===== src/rtl/cmp_pkg.sv =====
// Shared types and constants for the sequential magnitude comparator.
package cmp_pkg;

  typedef enum logic {
    IDLE,
    COMPARE
  } state_t;

  localparam logic [1:0] RES_EQ = 2'b00;
  localparam logic [1:0] RES_GT = 2'b01;
  localparam logic [1:0] RES_LT = 2'b10;

  function automatic int unsigned ndig(input int unsigned width, input int unsigned digit);
    return width / digit;
  endfunction

endpackage


===== src/rtl/mag_digit_cmp.sv =====
// Combinational unsigned compare of one DIGIT-bit slice, yielding a 2-bit result code.
module mag_digit_cmp
  import cmp_pkg::*;
#(
  parameter int unsigned DIGIT = 4
) (
  input  logic [DIGIT-1:0] a,
  input  logic [DIGIT-1:0] b,
  output logic [1:0]       res
);

  always_comb begin
    res = RES_EQ;
    if (a > b) begin
      res = RES_GT;
    end else if (a < b) begin
      res = RES_LT;
    end
  end

endmodule


===== src/rtl/mag_comparator_seq.sv =====
// Multi-cycle magnitude comparator: walks DIGIT bits per cycle from the MSB,
// stopping at the first differing digit; signed mode via offset-binary mapping.
module mag_comparator_seq
  import cmp_pkg::*;
#(
  parameter  int unsigned WIDTH = 16,
  parameter  int unsigned DIGIT = 4,
  localparam int unsigned NDIG  = ndig(WIDTH, DIGIT),
  localparam int unsigned CW    = $clog2(NDIG + 1)
) (
  input  logic             clk,
  input  logic             rst_n,
  input  logic             start,
  input  logic             signed_mode,
  input  logic [WIDTH-1:0] a,
  input  logic [WIDTH-1:0] b,
  output logic             busy,
  output logic             done,
  output logic             eq,
  output logic             gt,
  output logic             lt,
  output logic [CW-1:0]    digits_used
);

  localparam logic [WIDTH-1:0] MSB_MASK = WIDTH'(1) << (WIDTH - 1);
  localparam logic [CW-1:0]    LAST_CNT = CW'(NDIG - 1);

  state_t           state;
  logic [WIDTH-1:0] sh_a;
  logic [WIDTH-1:0] sh_b;
  logic [CW-1:0]    cnt;
  logic [WIDTH-1:0] flip;
  logic [1:0]       res;
  logic             finish;

  // Flipping the sign bit maps two's complement onto an order-preserving unsigned range.
  assign flip = signed_mode ? MSB_MASK : '0;

  mag_digit_cmp #(
    .DIGIT (DIGIT)
  ) u_digit_cmp (
    .a   (sh_a[WIDTH-1 -: DIGIT]),
    .b   (sh_b[WIDTH-1 -: DIGIT]),
    .res (res)
  );

  assign finish = (res != RES_EQ) || (cnt == LAST_CNT);

  always_ff @(posedge clk or negedge rst_n) begin
    if (!rst_n) begin
      state       <= IDLE;
      busy        <= 1'b0;
      done        <= 1'b0;
      eq          <= 1'b0;
      gt          <= 1'b0;
      lt          <= 1'b0;
      digits_used <= '0;
      sh_a        <= '0;
      sh_b        <= '0;
      cnt         <= '0;
    end else begin
      done <= 1'b0;
      unique case (state)
        IDLE: begin
          if (start) begin
            sh_a  <= a ^ flip;
            sh_b  <= b ^ flip;
            cnt   <= '0;
            busy  <= 1'b1;
            state <= COMPARE;
          end
        end
        COMPARE: begin
          if (finish) begin
            // Equal-to-the-end also lands here, with cnt+1 == NDIG.
            eq          <= (res == RES_EQ);
            gt          <= (res == RES_GT);
            lt          <= (res == RES_LT);
            digits_used <= cnt + 1'b1;
            done        <= 1'b1;
            busy        <= 1'b0;
            state       <= IDLE;
          end else begin
            sh_a <= sh_a << DIGIT;
            sh_b <= sh_b << DIGIT;
            cnt  <= cnt + 1'b1;
          end
        end
        default: state <= IDLE;
      endcase
    end
  end

endmodule


===== config.mk =====
export PLATFORM = sky130hd
export DESIGN_NAME = mag_comparator_seq
export DESIGN_NICKNAME = d
export VERILOG_FILES = /design/src/rtl/cmp_pkg.sv /design/src/rtl/mag_digit_cmp.sv /design/src/rtl/mag_comparator_seq.sv
export SDC_FILE = /design/constraint.sdc
export NUM_CORES = 1
export LEC_CHECK = 0
export CORE_UTILIZATION = 40
export CTS_CLUSTER_DIAMETER = 60
export CTS_CLUSTER_SIZE = 12
export DETAILED_ROUTE_END_ITERATION = 10
export PLACE_DENSITY = 0.74
export SYNTH_ARGS = -nofsm -noshare
export SYNTH_HDL_FRONTEND = slang
export SYNTH_SLANG_ARGS = --single-unit

===== constraint.sdc =====
create_clock -name clk -period 2 [get_ports clk]
set_input_delay 0.4 -clock clk [delete_from_list [all_inputs] [get_ports clk]]
set_output_delay 0.4 -clock clk [all_outputs]
set_load 0.1 [all_outputs]

## Word level (Yosys, flattened, before mapping)

Cells that the tools add are included.

- Register bits after elaboration: 44
- Bits in latches: 0
- RAM bits: 0
- Memory bits (read-only): 0
- Input bits: 36
- Output and inout bits: 8
- Word-level logic and storage cells: 48
- Memories: 0

- Add/subtract/negate cells: 1
- Multiply operators: 0
- Div/mod/pow operators: 0
- $lt $le $gt $ge: 2
- Equality and inequality tests: 6
- Shift operators: 0
- Muxes and demuxes: 20
- Bitwise gates (word level): 3
- Reductions and logical operators: 6

Operators with widths:

| kind | count |
|---|---|
| 16-bit 2-to-1 mux | 5 |
| 16-bit one-hot mux with 2 select lines | 2 |
| 16-bit bitwise XOR | 2 |
| 1-bit 2-to-1 mux | 6 |
| 3-bit 2-to-1 mux | 2 |
| 3-bit one-hot mux with 2 select lines | 1 |
| 2-bit AND reduction | 3 |
| 4-bit > comparator | 1 |
| 4-bit less-than comparator | 1 |
| 2-bit 2-to-1 mux | 2 |
| 2-bit inequality test, second input constant | 2 |
| 1-bit one-hot mux with 2 select lines | 2 |
| 3-bit by 1-bit adder with 3-bit output, second input constant | 1 |
| 3-bit by 2-bit equality test with 1-bit output, second input constant | 1 |
| 2-bit by 1-bit equality test with 1-bit output, second input constant | 1 |
| 2-bit equality test, second input constant | 1 |
| 2-bit logical NOT | 1 |
| 2-bit by 1-bit inequality test with 1-bit output, second input constant | 1 |
| 2-bit nonzero test | 1 |
| 1-bit logical OR | 1 |
| 1-bit NOT | 1 |

## Depth between registers and ports, before layout

Gate-level depths: netlist (run 1).

- Depth in word-level cells: 7
- Mapped depth: 8
- Gate-level depth less buffers: 6

## Cells and area by module

A second synthesis (run 1) with hierarchy kept.

- Cells, all modules: 155
- Area total of the unflattened synthesis: 2073.2 um2

By module, submodules not included:

| module | times used | cells an instance | area an instance (um2) |
|---|---|---|---|
| mag_comparator_seq | 1 | 140 | 1959.4 |
| mag_digit_cmp | 1 | 15 | 113.9 |

## Worst setup path after synthesis (run 1)

OpenSTA, ideal clock, no wires.

- Path kind: flip-flop to flip-flop
- Start point: register sh_a[13]
- End point: register digits_used[1]
- Library setup time: 0.125 ns
- Arrival: 1.707 ns
- Setup slack: 0.167 ns
- Cell stages (with the launch flop): 6
- Buffers on the path: 0
- Period minus slack after synthesis: 1.833 ns
- Cell sequence: dfrtp_1 ha_1 and2b_1 o311a_4 nand2b_4 mux2_4

- Longest elaborated chain between the ends: 6
- Elaborated cells between the ends (all ways): 7
- Those cells by class: order compare: 2; mux: 2; reduce/logical: 3

RTL lines:

| what | line | text |
|---|---|---|
| start, declared | mag_comparator_seq.sv:29 | `logic [WIDTH-1:0] sh_a;` |
| start signal, assigned | mag_comparator_seq.sv:66 | `sh_a <= a ^ flip;` |
| start signal, assigned | mag_comparator_seq.sv:84 | `sh_a <= sh_a << DIGIT;` |
| 4-bit less-than comparator | mag_digit_cmp.sv:16 | `end else if (a < b) begin` |
| 2-bit 2-to-1 mux | mag_digit_cmp.sv:16 |  |
| 2-bit 2-to-1 mux * | mag_digit_cmp.sv:14 | `if (a > b) begin` |
| 2-bit nonzero test * | mag_comparator_seq.sv:47 | `assign finish = (res != RES_EQ) \|\| (cnt == LAST_CNT);` |
| 1-bit logical OR * | mag_comparator_seq.sv:47 |  |
| 2-bit AND reduction (no line) * | n/a |  |
| end signal, assigned | mag_comparator_seq.sv:79 | `digits_used <= cnt + 1'b1;` |
| end, declared | mag_comparator_seq.sv:22 | `output logic [CW-1:0] digits_used` |

Mark *: on every way between the ends. The rest lies on a longest branch, timed or not.
A chain may end at the register's enable or synchronous reset.

## Worst setup path in the final report (run 1)

Ends and elaborated chain as after synthesis.

==> results_dict.tcl, run 1 <==
set metrics [dict create \
    syn_avg_cell_area_sq_um 9.89 \
    worst_slew_pin_slew_ns 0.536 \
    max_stage_delay_ns 0.39 \
    hold_path.class "in -> async" \
    skew_ns 0.00648 \
    syn_nets 246 \
    place_inst 305 \
    crit_type "reg -> reg" \
    synth_top_family_by_area "compound AO/OA/AOI/OAI gates" \
    avgRoutedWirePerCell_microns 13.8 \
    synth_compound_area_share_pct 19.7 \
    fp.dieArea_sq_um 5330 \
    rrSetupSlack_ns 0.07 \
    hold_viol 0 \
    async_flop_share_pct 100 \
    setup_viol 0 \
    grt_max_degree 58 \
    final_cells 314 \
    cp-start-kind "flip-flop" \
    place_area_sq_um 2510 \
    synth_xor_area_share_pct 0.868 \
    clkTransAtPathRegs_ns 0.08 \
    timing.rr.start "sh_a[13]" \
    slowest_stage "dfrtp_1" \
    cts_tree "yes" \
    crit_buf_inv 0 \
    clockRootBuffer "clkbuf_8" \
    outcome "completed" \
    synthAdderAreaFrac_pct 3.72 \
    end_kind "flip-flop" \
    ctsHoldBuffers 0 \
    r2r_cells 5 \
    fin_area_sq_um 2620 \
    drt-total-wl_microns 4340 \
    die-width_microns 73.0 \
    grt_usage_pct 17.3 \
    cts.sinks 44 \
    timing.rr.end "digits_used[1]" \
    fp.dieH_microns 73.0 \
    total_power_mw 3.71 \
    synth-edff-count 0 \
    ir_drop_v 0.000591 \
    clk_latency_ns 0.29 \
    synth_cell_types 34 \
    drv_cap 0 \
    fmax_mhz 518 \
    cp.arrival_ns 2.11 \
    powerDensity_nw_per_um2 1410 \
    grt_pass1_wl_microns 6930 \
    area_growth_syn_to_layout_pct 30.0 \
    yosys_warnings 0 \
    via_per_inst 5.13 \
    vias 1610 \
    p_leak_nw 1.17 \
    overflow 0 \
    rsz0062_at_grt "false" \
    core_sq_um 4790 \
    critical_path.top_delay_family "simple AND/OR/NAND/NOR gates" \
    drc_errors 0 \
    cts_buffers 5 \
    drive_gt1_share_pct 11.7 \
    fin_crit_sh_pct 96.5 \
    diodes 0 \
    start_util_pct 42.2 \
    portBuffers 43 \
    period_needed_ns 1.93 \
    antenna_found_initial 0 \
    drt-initial-drc-count 75 \
    maxSlewHeadroom_pct 64.3 \
    gp_congestion 0.764 \
    seq_area_frac_synth_pct 54.6 \
    antenna_left 0 \
    drv_slew 0 \
    firstDrtPassIters 4 \
    setup_tns_ns 0 \
    htreeDepth 2 \
    dp_hpwl_microns 2890 \
    syn_area_sq_um 2020 \
    max-clock-path-buffers 2 \
    num-nets-final 289 \
    grt_pass1_vias 1503 \
    path_max_fanout 5 \
    io_pins 44 \
    cp_cell_sequence "ha_1 > and2b_2 > o311a_4 > nand2b_4 > mux2_4" \
    path_depth 5 \
    hold_slack_ns 0.0789 \
    rows 25 \
    synth-seq-cells 44 \
    synthCells 204 \
    crit_required_ns 2.18 \
    yosys.area_share.simple_pct 14.6 \
    synth_flop_cell "dfrtp_1" \
    synth.area.mux_share_pct 0.744 \
]
layout make-up:
| cell class | instances | area (sq um) |
|---|---|---|
| fillers | 430 | 2160 |
| flip-flops and latches | 44 | 1100 |
| multi-input cells | 137 | 815 |
| repair buffers | 50 | 513 |
| well taps | 67 | 83.8 |
| clock buffers | 6 | 72.6 |
| inverters | 9 | 33.8 |
| clock inverters | 1 | 5.00 |
power by group:
group	internal (mW)	switching (mW)	leakage, nW
sequential	1.26	0.205	0.521
clock	0.237	0.275	0.0410
combinational	0.631	1.11	0.603
total	2.12	1.59	1.17
cell usage after synthesis (3+ instances only):
cell | instances | share of area [%]
dfrtp_1 | 44 | 55
nand2_1 | 23 | 4.3
nor2_1 | 21 | 3.9
o22ai_1 | 21 | 6.5
a21oi_1 | 20 | 5.0
nand3_1 | 12 | 3.0
inv_1 | 9 | 1.7
ha_1 | 6 | 3.7
o21ai_0 | 6 | 1.5
buf_2 | 5 | 1.2
a31oi_1 | 4 | 1.2
clkbuf_1 | 4 | 0.74
o21ai_1 | 3 | 0.74
cells in the final DEF, fill, tap and decap left out, types with 2 or more instances in the layout:
| cell type | Yosys | final |
|---|---|---|
| a21oi_1 | 20 | 20 |
| a22oi_1 | 2 | 2 |
| a31oi_1 | 4 | 4 |
| buf_12 | 0 | 3 |
| buf_4 | 2 | 11 |
| clkbuf_8 | 0 | 5 |
| clkdlybuf4s50_1 | 0 | 34 |
| dfrtp_1 | 44 | 44 |
| ha_1 | 6 | 6 |
| inv_1 | 9 | 9 |
| nand2_1 | 23 | 23 |
| nand3_1 | 12 | 12 |
| nor2_1 | 21 | 21 |
| o21ai_0 | 6 | 6 |
| o21ai_1 | 3 | 3 |
| o22ai_1 | 21 | 21 |
| xor2_1 | 2 | 2 |
layer usage:
metal | track usage, % | vias up | wire (microns)
met5 | 0 | - | 0
met4 | 6.75 | 0 | 70
met3 | 4.42 | 6 | 187
met2 | 26.4 | 44 | 2070
met1 | 23.7 | 751 | 2020
li1 | - | 809 | -
kinds of logic (layout without fill, tap and decap cells):
kind of cell / Yosys count / after routing
XOR/XNOR: 2 / 2
adder cells (fa/ha/maj): 6 / 6
flip-flops: 44 / 44
buffers and inverters: 23 / 66
AO/OA/AOI/OAI: 63 / 63
AND/OR/NAND/NOR: 65 / 65
multiplexers: 1 / 1
per-stage QoR:
| stage | util, % | setup WS, ns |
|---|---|---|
| final | 54.8 | 0.0692 |
| after global routing | 54.8 | 0.0128 |
| after floorplan | - | 0.167 |
| after detailed placement | 52.5 | 0.0480 |
| after global placement | 52.5 | 0.0987 |
| after CTS | 54.1 | 0.0444 |
state kept, by name (all words and copies together) (netlist names), 3 cells and up:
signal and flops:
sh_a 16, cnt 3, digits_used 3, sh_b 16
timing repair:
action / CTS / global route
setup endpoints to repair: 0 / 13
resized for setup: 0 / 1
setup buffers: 0 / 1
worst max path at each step:
stage | startpoint | endpoint | slack [ns]
floorplan | sh_a[13] | digits_used[1] | 0.17
global placement | sh_a[13] | digits_used[1] | 0.1
detailed placement | sh_a[13] | digits_used[1] | 0.05
CTS | sh_a[13] | digits_used[1] | 0.04
global route | sh_b[13] | digits_used[1] | 0.01
finish | sh_a[13] | digits_used[1] | 0.07
Power figures use the tool's default switching activity.
==> inputs of run 2 (changes only) <==
Settings changed: SETUP_SLACK_MARGIN set to 0.5.
==> results_dict.tcl, run 2 (synthesis gave the netlist of run 1 again) <==
set metrics [dict create \
    outcome "completed" \
    maxSlewHeadroom_pct 66.2 \
    max-clock-path-buffers 2 \
    met1_usage_pct 29.2 \
    gp_congestion 0.813 \
    rsz0062_at_grt "true" \
    cp.arrival_ns 2.14 \
    power_frac_comb_pct 54.7 \
    fp.dieArea_sq_um 5330 \
    regArea_sq_um 1100 \
    grt_max_degree 40 \
    clockRootBuffer "clkbuf_8" \
    max_stage_delay_ns 0.42 \
    setup_viol 0 \
    crit_path_start "sh_a[13]" \
    drv_cap 0 \
    avgRoutedWirePerCell_microns 16.8 \
    crit_type "reg -> reg" \
    place_inst 306 \
    via_per_inst 5.45 \
    portBuffers 43 \
    grt_usage_pct 21.6 \
    drive_gt1_share_pct 37.9 \
    rrSetupSlack_ns 0.07 \
    final_util_pct 66.3 \
    area_growth_syn_to_layout_pct 57.3 \
    path_max_fanout 5 \
    diodes 0 \
    skew_ns 0.00868 \
    ctsHoldBuffers 0 \
    overflow 0 \
    cp_cell_sequence "ha_4 > and2b_2 > o311ai_4 > buf_6 > buf_12 > buf_16 > o22ai_4 > a21oi_2" \
    hold_viol 0 \
    layout_commonest_cell "dfrtp_1" \
    drc_errors 0 \
    start_util_pct 42.2 \
    p_sw_share_pct 43.1 \
    hold_slack_ns 0.0674 \
    fin_crit_sh_pct 96.6 \
    grt_use_met2_pct 34.1 \
    antenna_found_initial 0 \
    ir_drop_v 0.000712 \
    fill_cells 331 \
    firstDrtPassIters 5 \
    num-nets-final 308 \
    timing.rr.end "sh_b[8]" \
    clk_latency_ns 0.29 \
    use_met3_pct 4.56 \
    die-width_microns 73.0 \
    multi_input_area_sq_um 1090 \
    drt-total-wl_microns 5550 \
    total_power_mw 4.50 \
    power_frac_seq_pct 34.2 \
    worst_slew_pin_slew_ns 0.507 \
    drt-initial-drc-count 152 \
    dp_hpwl_microns 2920 \
    fmax_mhz 517 \
    fin_ws_ns 0.0676 \
    clkTransAtPathRegs_ns 0.08 \
    intPower_mw 2.56 \
    period_needed_ns 1.93 \
    vias 1803 \
    powerDensity_nw_per_um2 1420 \
    antenna_left 0 \
    rows 25 \
    cp-start-kind "flip-flop" \
    io_pins 44 \
    drv_slew 0 \
    r2r_cells 8 \
    layout_common_cells "dfrtp_1 (44), clkdlybuf4s50_1 (34), nand2_1 (21), nor2_1 (21), buf_4 (18)" \
    end_kind "flip-flop" \
    cts_buffers 5 \
    top_regs "sh_a x16, sh_b x16" \
    slowest_stage "dfrtp_1" \
    fp.dieH_microns 73.0 \
    place_ws_ns 0.103 \
    crit_required_ns 2.21 \
    p_leak_nw 1.36 \
    cts.sinks 44 \
    timing.rr.start "sh_a[13]" \
    clkPwrFrac_pct 11.1 \
    final_cells 331 \
    hold_path.class "in -> async" \
    p_sw_mw 1.94 \
    busiest_layer "met2" \
    grt_pass1_wl_microns 8540 \
    fin_area_sq_um 3170 \
    place_area_sq_um 2630 \
    grt_pass1_vias 1761 \
    core_sq_um 4790 \
    cts_tree "yes" \
    setup_tns_ns 0 \
    htreeDepth 2 \
]
[run 2: changes by cell type in the layout (fill, tap and decap cells not counted), moves of 7 or more]
cell	previous run	this run
nand3_2	0	7
o22ai_1	21	6
buf_4	11	18
nand3_1	12	5
a21oi_2	0	16
o22ai_2	0	12
a21oi_1	20	4
[run 2: layer usage]
metal / vias up / wire [microns]
met3: 5 / 206
met1: 898 / 2420
met2: 55 / 2870
li1: 845 / -
met5: - / 0
met4: 0 / 51
[run 2: final cells by class]
cell class,count,share of cell area [%]
clock buffer,5,2.17
sequential,44,34.7
tap,67,2.64
inverter,9,1.06
timing repair buffer,69,25.1
multi-input combinational,137,34.4
[run 2: power by group through the flow]
| stage | sequential (mW) | clock, mW | combinational (mW) |
|---|---|---|---|
| 4_1_cts | 1.50 | 0.509 | 2.16 |
| 2_1_floorplan | 1.85 | 0 | 1.05 |
| 3_3_place_gp | 1.47 | 0 | 1.83 |
| 5_1_grt | 1.58 | 0.539 | 2.63 |
| 6_report | 1.54 | 0.501 | 2.46 |
| 3_5_place_dp | 1.49 | 0 | 1.87 |
[run 2: worst max-delay path by stage]
stage | slack (ns) | depth (start not counted) | endpoint
5_1_grt | 0.02 | 8 | sh_b[8]
3_3_place_gp | 0.14 | 7 | sh_a[4]
6_report | 0.07 | 8 | sh_b[8]
4_1_cts | 0.14 | 9 | sh_b[9]
3_5_place_dp | 0.10 | 7 | sh_a[4]
2_1_floorplan | 0.24 | 5 | digits_used[1]
[run 2: what timing repair did]
action | 4_1_cts | 5_1_grt
pin swaps | 9 | 10
resized for setup | 32 | 20
gates cloned | 5 | 2
endpoints found under the setup margin | 43 | 44
buffers inserted | 7 | 6
[run 2: critical path: cells and delay by family, from the launching register on]
kind / cells / cell delay [ns]
fa+ha+maj: 1 / 0.26
flops: 1 / 0.42
simple gates: 1 / 0.24
compound gates: 3 / 0.50
buf+inv: 3 / 0.43
==> inputs of run 3 (changes only) <==
--- a/constraint.sdc
+++ b/constraint.sdc
@@ -3,2 +3,2 @@
 set_output_delay 0.4 -clock clk [all_outputs]
-set_load 0.1 [all_outputs]
+set_load 0.01 [all_outputs]
==> results_dict.tcl, run 3 (synthesis gave the netlist of run 1 again) <==
set metrics [dict create \
    top_regs "sh_a x16, sh_b x16" \
    place_inst 306 \
    clockRootBuffer "clkbuf_8" \
    grt_usage_pct 22.4 \
    outcome "completed" \
    skew_ns 0.0129 \
    layout_commonest_cell "dfrtp_1" \
    grt_max_degree 40 \
    p_sw_mw 1.64 \
    fp.dieH_microns 73.0 \
    core_sq_um 4790 \
    fin_crit_sh_pct 96.7 \
    antenna_found_initial 0 \
    die-width_microns 73.0 \
    grt_pass1_wl_microns 8860 \
    max_stage_delay_ns 0.43 \
    maxSlewHeadroom_pct 53.9 \
    hold_path.class "in -> async" \
    cts.sinks 44 \
    grt_pass1_vias 1882 \
    rsz0062_at_grt "true" \
    drv_cap 0 \
    avgRoutedWirePerCell_microns 18.3 \
    timing.rr.start "sh_a[13]" \
    end_kind "flip-flop" \
    powerDensity_nw_per_um2 1360 \
    htreeDepth 2 \
    start_util_pct 42.2 \
    cp.arrival_ns 2.15 \
    overflow 0 \
    cts_tree "yes" \
    intPower_mw 2.81 \
    clkPwrFrac_pct 15.2 \
    diodes 0 \
    path_max_fanout 5 \
    crit_required_ns 2.22 \
    period_needed_ns 1.93 \
    power_frac_comb_pct 50.5 \
    setup_tns_ns 0 \
    slowest_stage "dfrtp_1" \
    antenna_left 0 \
    drc_errors 0 \
    area_growth_syn_to_layout_pct 61.9 \
    total_power_mw 4.46 \
    fmax_mhz 517 \
    vias 1906 \
    worst_slew_pin_slew_ns 0.691 \
    fin_area_sq_um 3270 \
    p_sw_share_pct 36.9 \
    rows 25 \
    r2r_cells 7 \
    cp-start-kind "flip-flop" \
    ctsHoldBuffers 0 \
    drt-initial-drc-count 152 \
    p_leak_nw 1.44 \
    portBuffers 43 \
    rrSetupSlack_ns 0.07 \
    dp_hpwl_microns 2990 \
    drt-total-wl_microns 6290 \
    drv_slew 0 \
    drive_gt1_share_pct 35.7 \
    clk_latency_ns 0.30 \
    layout_common_cells "dfrtp_1 (44), clkdlybuf4s50_1 (34), nand2_1 (22)" \
    hold_viol 0 \
    setup_viol 0 \
    fp.dieArea_sq_um 5330 \
    ir_drop_v 0.000570 \
    firstDrtPassIters 5 \
    timing.rr.end "sh_a[9]" \
    place_area_sq_um 2650 \
    clkTransAtPathRegs_ns 0.09 \
    io_pins 44 \
    cts_buffers 5 \
    final_cells 344 \
    gp_congestion 0.823 \
    cp_cell_sequence "ha_4 > and2b_2 > o311ai_4 > buf_6 > buf_12 > o22ai_1 > a21oi_1" \
    max-clock-path-buffers 2 \
    crit_type "reg -> reg" \
    via_per_inst 5.54 \
    power_frac_seq_pct 34.4 \
    num-nets-final 318 \
]
## run 3: changes by cell type in the layout (fill, tap and decap cells not counted), sizes merged
cell / previous run / this run
dlygate4sd2: 0 / 8
clkbuf: 7 / 10
bufinv: 0 / 1
clkinv: 0 / 1
## run 3: final cells by class
type                       instances  area [sq um]
inverter                           9          33.8
tap                               67          83.8
fill                             321          1520
sequential                        44          1100
clock buffer                       6          72.6
multi-input combinational        137          1050
clock inverter                     2          35.0
timing repair buffer              79           886
## run 3: through the flow
stage | setup WS, ns | util (%) | hold slack (ns)
2_1_floorplan | 0.241 | - | 0.104
3_3_place_gp | 0.149 | 55.3 | 0.467
3_5_place_dp | 0.0773 | 55.3 | 0.468
4_1_cts | 0.175 | 64.2 | 0.153
5_1_grt | 0.0369 | 68.3 | 0.179
6_report | 0.0661 | 68.3 | 0.132
## run 3: layer usage
metal  track usage [%]  routed length, microns  vias to the layer above
met5                 0                       0                        -
met4              9.59                     187                        0
met3              5.25                     405                       21
met2              35.4                    3140                       87
met1              29.5                    2560                      928
li1                  -                       -                      870
## run 3: power by group through the flow
stage	Clock [mW]	Sequential [mW]	Combinational, mW
after floorplan	0	1.46	1.05
after global placement	0	1.47	1.45
after detailed placement	0	1.50	1.50
after CTS	0.681	1.50	1.91
after global routing	0.724	1.57	2.41
final	0.675	1.53	2.25
## run 3: critical path, delay by kind of cell, from the launching register on
family                   cells  cell delay [ns]
AND/OR/NAND/NOR              1             0.24
flip-flops                   1             0.43
buffers and inverters        2             0.34
adder cells (fa/ha/maj)      1             0.25
AO/OA/AOI/OAI                3             0.58
## run 3: how the worst max path moves through the flow
stage	startpoint	end	slack, ns	cells after the start
floorplan	sh_a[13]	digits_used[1]	0.24	5
global placement	sh_b[13]	sh_a[4]	0.15	7
detailed placement	sh_b[13]	sh_a[4]	0.08	7
CTS	sh_b[13]	sh_b[2]	0.18	9
global route	sh_a[13]	sh_a[9]	0.04	7
finish	sh_a[13]	sh_a[9]	0.07	7
## run 3: repair_timing
action,CTS,global route
setup buffers,17,4
endpoints found under the setup margin,51,43
endpoints found under the hold margin,0,0
pin swaps,15,13
resized for setup,47,10
gates cloned,4,5
